[config.mk]
export PLATFORM = sky130hd
export DESIGN_NAME = write_stream
export DESIGN_NICKNAME = d
export VERILOG_FILES = /design/src/rtl/write_stream.sv
export SDC_FILE = /design/constraint.sdc
export NUM_CORES = 1
export LEC_CHECK = 0
export ABC_AREA = 0
export CAP_MARGIN = 30
export CORE_AREA = 2 2 189 191
export DETAILED_ROUTE_END_ITERATION = 10
export DIE_AREA = 0 0 191 193
export PLACE_DENSITY = 0.43
export RECOVER_POWER = 25
export SLEW_MARGIN = 10
export SYNTH_ARGS = -nofsm -noshare
export SYNTH_HDL_FRONTEND = slang
export SYNTH_SLANG_ARGS = --single-unit
[constraint.sdc]
create_clock -name clk -period 9.12 [get_ports clk]
set_input_delay 1.824 -clock clk [delete_from_list [all_inputs] [get_ports clk]]
set_output_delay 1.824 -clock clk [all_outputs]
set_load 0.05 [all_outputs]
[src/rtl/write_stream.sv]
// write_stream: takes a stream over a valid/avail handshake, buffers it in a
// small FIFO and writes it to sequential MEM addresses starting at base_address.
// Optional build macro WRITE_OVERFLOW_CHECK_EN adds a sticky `error` output.
// It flags items that had to be dropped: FIFO full, not running, or surplus items.
module write_stream #(
   parameter int DATA_WIDTH              = 16,
   parameter int LOG_MAX_ITERS           = 4,
   parameter int LOG_MAX_WRITES_PER_ITER = 8,
   parameter int LOG_MAX_ADDRESS         = 12,
   parameter int FIFO_DEPTH              = 4
) (
   input  logic                               clk,
   input  logic                               rst,
   input  logic                               configure,
   input  logic [LOG_MAX_ITERS-1:0]           num_iters,
   input  logic [LOG_MAX_WRITES_PER_ITER-1:0] num_writes_per_iter,
   input  logic [LOG_MAX_ADDRESS-1:0]         base_address,
   input  logic                               valid_in,
   input  logic [DATA_WIDTH-1:0]              data_in,
   output logic                               avail_out,
   input  logic                               mem_ready,
   output logic                               write,
   output logic [LOG_MAX_ADDRESS-1:0]         addr_write,
   output logic [DATA_WIDTH-1:0]              data_write,
   output logic                               done
`ifdef WRITE_OVERFLOW_CHECK_EN
   ,
   output logic                               error
`endif
);

   localparam int PTR_W = $clog2(FIFO_DEPTH);
   localparam int CNT_W = PTR_W + 1;
   localparam int TOT_W = LOG_MAX_ITERS + LOG_MAX_WRITES_PER_ITER;

   typedef enum logic [1:0] {IDLE, RUN, DONE} state_t;
   state_t state_reg, state_next;

   // latched configuration
   logic [LOG_MAX_ITERS-1:0]           iters_reg;
   logic [LOG_MAX_WRITES_PER_ITER-1:0] wpi_reg;
   logic [TOT_W-1:0]                   total_reg, total_next;

   // progress counters
   logic [TOT_W-1:0]                   accepted_reg, accepted_next;
   logic [LOG_MAX_ITERS-1:0]           iter_reg;
   logic [LOG_MAX_WRITES_PER_ITER-1:0] idx_reg;
   logic [LOG_MAX_ADDRESS-1:0]         addr_reg;
   logic                               last_pend_reg;

   // input buffer
   logic [DATA_WIDTH-1:0]              fifo_mem [FIFO_DEPTH];
   logic [PTR_W-1:0]                   wr_ptr_reg, rd_ptr_reg;
   logic [CNT_W-1:0]                   count_reg, count_next;

   logic             in_run, push, pop, last_pop, fifo_full, fifo_empty, avail_next;
   logic [TOT_W-1:0] total_cfg;

   assign total_cfg  = TOT_W'(num_iters) * TOT_W'(num_writes_per_iter);
   assign fifo_full  = (count_reg == CNT_W'(FIFO_DEPTH));
   assign fifo_empty = (count_reg == '0);

   // A configure pulse in RUN wins over any push/pop in the same cycle
   assign in_run   = (state_reg == RUN) && !configure;
   assign push     = in_run && valid_in && !fifo_full && (accepted_reg != total_reg);
   assign pop      = in_run && !fifo_empty && mem_ready;
   assign last_pop = pop && (iter_reg == iters_reg - 1'b1) && (idx_reg == wpi_reg - 1'b1);

   assign count_next    = configure ? '0 : count_reg + CNT_W'(push) - CNT_W'(pop);
   assign accepted_next = configure ? '0 : accepted_reg + TOT_W'(push);
   assign total_next    = configure ? total_cfg : total_reg;

   // Producer sees avail one cycle late, so keep two free slots of slack
   assign avail_next = (state_next == RUN) &&
                       ((CNT_W'(FIFO_DEPTH) - count_next) >= CNT_W'(2)) &&
                       (accepted_next != total_next);

   // State register
   always_ff @(posedge clk or negedge rst) begin
      if (!rst) state_reg <= IDLE;
      else      state_reg <= state_next;
   end

   // Next-state logic; a zero-length job or the strobe of the last write ends RUN
   always_comb begin
      state_next = state_reg;
      case (state_reg)
         IDLE: if (configure) state_next = RUN;
         RUN: begin
            if (configure)                              state_next = RUN;
            else if (total_reg == '0 || last_pend_reg) state_next = DONE;
         end
         DONE: if (configure) state_next = RUN;
         default: state_next = IDLE;
      endcase
   end

   // FIFO storage, no reset needed: occupancy alone says what is valid
   always_ff @(posedge clk) begin
      if (push) fifo_mem[wr_ptr_reg] <= data_in;
   end

   // Datapath: configuration, counters, FIFO pointers and registered outputs
   always_ff @(posedge clk or negedge rst) begin
      if (!rst) begin
         iters_reg     <= '0;
         wpi_reg       <= '0;
         total_reg     <= '0;
         accepted_reg  <= '0;
         iter_reg      <= '0;
         idx_reg       <= '0;
         addr_reg      <= '0;
         last_pend_reg <= 1'b0;
         wr_ptr_reg    <= '0;
         rd_ptr_reg    <= '0;
         count_reg     <= '0;
         avail_out     <= 1'b0;
         write         <= 1'b0;
         addr_write    <= '0;
         data_write    <= '0;
         done          <= 1'b0;
      end else begin
         total_reg    <= total_next;
         accepted_reg <= accepted_next;
         count_reg    <= count_next;
         avail_out    <= avail_next;
         write        <= pop;
         done         <= (state_next == DONE);
         if (configure) begin
            iters_reg     <= num_iters;
            wpi_reg       <= num_writes_per_iter;
            addr_reg      <= base_address;
            iter_reg      <= '0;
            idx_reg       <= '0;
            last_pend_reg <= 1'b0;
            wr_ptr_reg    <= '0;
            rd_ptr_reg    <= '0;
         end else begin
            last_pend_reg <= last_pop;
            if (push) wr_ptr_reg <= wr_ptr_reg + 1'b1;
            if (pop) begin
               rd_ptr_reg <= rd_ptr_reg + 1'b1;
               addr_write <= addr_reg;
               data_write <= fifo_mem[rd_ptr_reg];
               addr_reg   <= addr_reg + 1'b1;
               if (idx_reg == wpi_reg - 1'b1) begin
                  idx_reg  <= '0;
                  iter_reg <= iter_reg + 1'b1;
               end else begin
                  idx_reg <= idx_reg + 1'b1;
               end
            end
         end
      end
   end

`ifdef WRITE_OVERFLOW_CHECK_EN
   // Sticky flag for any offered item that could not be accepted
   always_ff @(posedge clk or negedge rst) begin
      if (!rst)                   error <= 1'b0;
      else if (configure)         error <= 1'b0;
      else if (valid_in && !push) error <= 1'b1;
   end
`endif

endmodule
* Word level (Yosys, flattened, before mapping) *
Memory sizes are Yosys's and may differ from the RTL's. A register that Yosys moved wholly into a read port is not among the register bits.
Cells that the tools add are included.

operators by class
  $mul = 1
  equal/unequal tests = 9
  reduce and logical (&&, ||, !) cells = 24
  magnitude comparators = 1
  $add $sub $neg = 11
  muxes and demuxes = 22
  bitwise gates (word level) = 1

operators by type and width
  kind                   count
  $mux 12                4
  $mux 8                 3
  $ne 12x12->1           2
  $mux 2                 7
  $add 12x1->12          1
  $add 12x1->12 const B  1
  $logic_not 12->1       1
  $mul 4x8->12           1
  $mux 4                 3
  $logic_and 1x1->1      10
  $add 8x1->8 const B    1
  $eq 8x8->1             1
  $sub 8x1->8 const B    1
  $reduce_bool 2->1      3
  $add 2x1->2 const B    2
  $add 4x1->4 const B    1
  $eq 2x1->1 const B     2
  $eq 2x2->1 const B     2
  $eq 4x4->1             1
  $logic_not 1->1        4
  $pmux 2 s2             1
  $reduce_and 2->1       2
  $sub 4x1->4 const B    1
  $add 3x1->3            1
  11 further kinds       13

word-level totals
  input port bits = 45
  output and inout port bits = 31
  flip-flop bits (word level) = 85
  memories = 1
  RAM bits = 64
  word-level logic and storage cells = 86

memories
  name      depth  bits a word  read ports  clocked after Yosys merged registers in  wr ports  RTL line  text
  fifo_mem  4      16           1           1                                        1         52        logic [DATA_WIDTH-1:0] fifo_mem [FIFO_DEPTH];

* Depth between registers and ports, before layout *
  depth in word-level cells = 12
  mapped depth = 17
  gate-level depth less buffers = 16

* Worst setup path before layout *
Ideal clock, no wire load.

  kind = input-to-reg
  start = input port num_writes_per_iter[4]
  end = register avail_out
  slack = 4.120 ns
  stages on the path = 13
  path buffers = 1
  library setup time = 0.137 ns
  data required time = 8.983 ns
  arrival time = 4.864 ns
  cells stage by stage = and2_1 > fa_1 > inv_1 > fa_1 > inv_1 > ha_1 > clkbuf_1 > and2_1 > a221o_1 > or3_1 > a31oi_1 > nor4b_1 > a31oi_1

between the ends
  longest elaborated chain between the ends = 4

RTL lines
  item                  RTL line  text
  from (decl)           16        input logic [LOG_MAX_WRITES_PER_ITER-1:0] num_writes_per_iter,
  $mul 4x8->12          59        assign total_cfg = TOT_W'(num_iters) * TOT_W'(num_writes_per_iter);
  $mux 12               71        assign total_next = configure ? total_cfg : total_reg;
  $ne 12x12->1          76        (accepted_next != total_next);
  $logic_and 1x1->1     75        ((CNT_W'(FIFO_DEPTH) - count_next) >= CNT_W'(2)) &&
  via avail_next        56        logic in_run, push, pop, last_pop, fifo_full, fifo_empty, avail_next;
  to (signal assigned)  126       avail_out <= avail_next;
  to (decl)             20        output logic avail_out,

The timed path passes the listed nets, and every way through them passes these cells.
A chain may end at the register's enable or synchronous reset.

* Worst setup path after layout *
  start = input port num_iters[3]
  end = register avail_out

between the ends
  longest elaborated chain between the ends = 4

RTL lines
  item               RTL line  text
  from (decl)        15        input logic [LOG_MAX_ITERS-1:0] num_iters,
  $mul 4x8->12       59
  $mux 12            71
  $ne 12x12->1       76
  $logic_and 1x1->1  75
  via avail_next     56

The timed path passes the listed nets, and every way through them passes these cells.

==> summary.txt <==
Route
  • Total number of vias: 5903
  • WL met1: 10630 um
  • Routed vias/inst: 4.492
  • Routed WL: 21060 um
  • Pre-antenna DRT Iters: 5
  • DRT antenna net count: 0
  • Wire length on met2: 9438 um
  • Initial drt markers: 377
  • WL met3: 676 um
  • Routed len/inst: 16.03 um
  • Uppermost layer routed: met5
  • # DRC: 0

Floorplan
  • I/O pin cnt: 76
  • Std cell rows: 69
  • Die H: 193 um
  • Die area: 0.03686 mm2
  • Core Region: 0.03496 mm2
  • Starting Density: 24.53%
  • Chip width: 191 um

Power and ir drop
  • Leak: 0.004198 uW
  • Pwr/cell area: 250.6 mW/mm2
  • Max VDD drop: 0.1708 mV

Flow run
  • Maxcap violations: 1

Cells and area
  • Top reg by flops: fifo_mem
  • Nets@finish: 928
  • P&R area growth vs syn: 21.74%
  • Regs by FF count: fifo_mem x64, data_write x16
  • Share of cells above drive strength 1: 9.272%
  • Largest register FFs: 64

Clock tree
  • Post-CTS resize count: 0
  • CTS clk-pin slew, worst paths: 0.07 ns
  • CTS root buf: clkbuf_16
  • Skew-Pair Late Insertion Delay: 0.44 ns
  • Total clock sinks: 165
  • Clock Tree Buf Depth: 2
  • Hold buffer count at CTS: 0
  • Post-CTS Setup Inserts: 0
  • CTS tree: built
  • Num CTS Buffers: 17
  • H-tree depth: 4

Global routing
  • Initial antenna violation count: 2
  • GRT Total Usage: 12.01%
  • Largest net degree at the start of global routing: 63
  • Vias in the first global route: 5967
  • First-pass GRT wire length: 33840 um
  • Total gr overflow: 0

Synth
  • Syn Inst Count: 769
  • Top post-synthesis cells by area: dfrtp_1 29%, edfxtp_1 22%, nand2_1 5.6%, ha_1 4.5%, mux4_2 4.2%
  • Share of the synthesized area in the top cell type: 29.47%
  • Synth Cell Area: 0.008577 mm2
  • Syn Nets: 858
  • Seq cells post-synth: 165
  • Post-synth top cells: 129 x nand2_1, 101 x dfrtp_1, 64 x edfxtp_1
  • Cell taking the most area after synthesis: dfrtp_1
  • Ys Warns: 0
  • Syn avg cell area: 11.15 um2
  • Ys flop type: dfrtp_1
  • Count of cell types in the netlist: 66
  • Post-synth EDFFs: 64
  • Count leader, synth: nand2_1
  • Register area share after synthesis: 51.87%
  • Async SR Flop Fraction: 61.21%

STA
  • Setup TNS: 0 ns
  • Clock skew: 0.008516 ns
  • Final min period: 5.369 ns
  • Worst slew margin: -50.64%
  • RSZ-0062 raised after global routing: no
  • Final Hold Vio Count: 0
  • Max Freq: 0.1862 GHz
  • Hold Slack: 0.4806 ns
  • Final setup violation count: 0
  • Worst-Margin Slew: 2.260 ns
  • Fin crit share: 58.87%
  • Slew Viols, Final: 41

Setup path
  • Worst EP required: 9.43 ns
  • CP Capture Type: register
  • Worst Path Arrival: 5.68 ns
  • CP Class: input pin to register
  • Worst Reg-to-Reg Cells: 15
  • Crit-path max FO: 9
  • Crit start category: input pin

Worst hold path
  • Hold path depth: 2
  • Class of the worst hold path: register to register

Placement
  • # port buffers: 75
  • GPL Wtd Cong: 0.7573
  • DP HPWL: 14220 um

Outcome
  • Run status: complete, but fails checks
  • Failing checks: capacitance limit, slew limit
layout by cell type, fill, tap and decap left out, types with 16 or more instances in the layout:
| cell | synthesis | layout |
|---|---|---|
| mux4_2 | 16 | 16 |
| nand2_1 | 129 | 129 |
| o21ai_0 | 31 | 31 |
| nand3_1 | 27 | 26 |
| clkbuf_16 | 0 | 17 |
| nor2_1 | 29 | 29 |
| a21oi_1 | 16 | 16 |
| clkdlybuf4s50_1 | 0 | 60 |
| and2_1 | 35 | 35 |
| xor2_1 | 27 | 27 |
| nor3_1 | 16 | 16 |
| inv_1 | 40 | 40 |
| ha_1 | 31 | 31 |
| xnor2_1 | 25 | 25 |
| dfrtp_1 | 101 | 101 |
| edfxtp_1 | 64 | 64 |
metrics by stage:
stage / worst slack (ns) / instances / area (um2) / total power (uW) / util, %
after global placement: 3.335 / 1279 / 9823 / 1904 / 28.09
after global routing: 3.507 / 1313 / 10440 / 2780 / 29.86
final: 3.751 / 1314 / 10440 / 2616 / 29.86
after detailed placement: 3.270 / 1280 / 9831 / 1903 / 28.12
after floorplan: 4.120 / 769 / 8577 / 1602 / -
after CTS: 3.735 / 1312 / 10420 / 2664 / 29.81
routing by layer:
metal / up-vias / global-route usage, %
met3: 21 / 2.715
li1: 2879 / -
met4: 2 / 3.816
met1: 2909 / 16.49
met5: - / 0
met2: 92 / 18.80
area by class of cell:
type	instances	area [um2]
Fill cell	3595	24520
Sequential cell	165	4449
Multi-Input combinational cell	531	3859
Timing Repair Buffer	82	804.5
Tap cell	461	576.8
Clock buffer	19	432.9
Clock inverter	13	158.9
Inverter	42	157.7
Antenna cell	1	2.502
power by group:
| part | total (uW) | switching [uW] | internal, uW |
|---|---|---|---|
| clock | 740 | 327 | 414 |
| combinational | 873 | 538 | 336 |
| sequential | 1000 | 103 | 899 |
| total | 2620 | 967 | 1650 |
critical path, stage by stage:
cell	delay, ns
clkdlybuf4s50_1	0.55
and2_1	0.23
fa_1	0.54
inv_1	0.06
fa_1	0.53
inv_1	0.04
ha_1	0.39
and2_1	0.23
a221o_1	0.34
or3_1	0.38
a31oi_1	0.16
nor4b_1	0.29
a31oi_1	0.13
path summary, 6_finish.rpt:
path	startpoint	end	slack [ns]
setup / recovery	num_iters[3]	avail_out	3.75
hold / removal	data_write[1]	data_write[1]	0.48
setup reg to reg	count_reg[1]	avail_out	5.36
hold reg to reg	data_write[1]	data_write[1]	0.48
max in group asynchronous	rst	data_write[1]	5.39
min in group asynchronous	rst	wpi_reg[3]	2.05
logic make-up after synthesis:
logic type               synth area share [%]
adder cells (fa/ha/maj)                 7.557
AND/OR/NAND/NOR                         16.70
buffers and inverters                   3.195
flip-flops                              51.87
AO/OA/AOI/OAI                           8.476
XOR/XNOR                                5.573
multiplexers                            6.623
No activity file was read; power rests on OpenSTA's default activity.
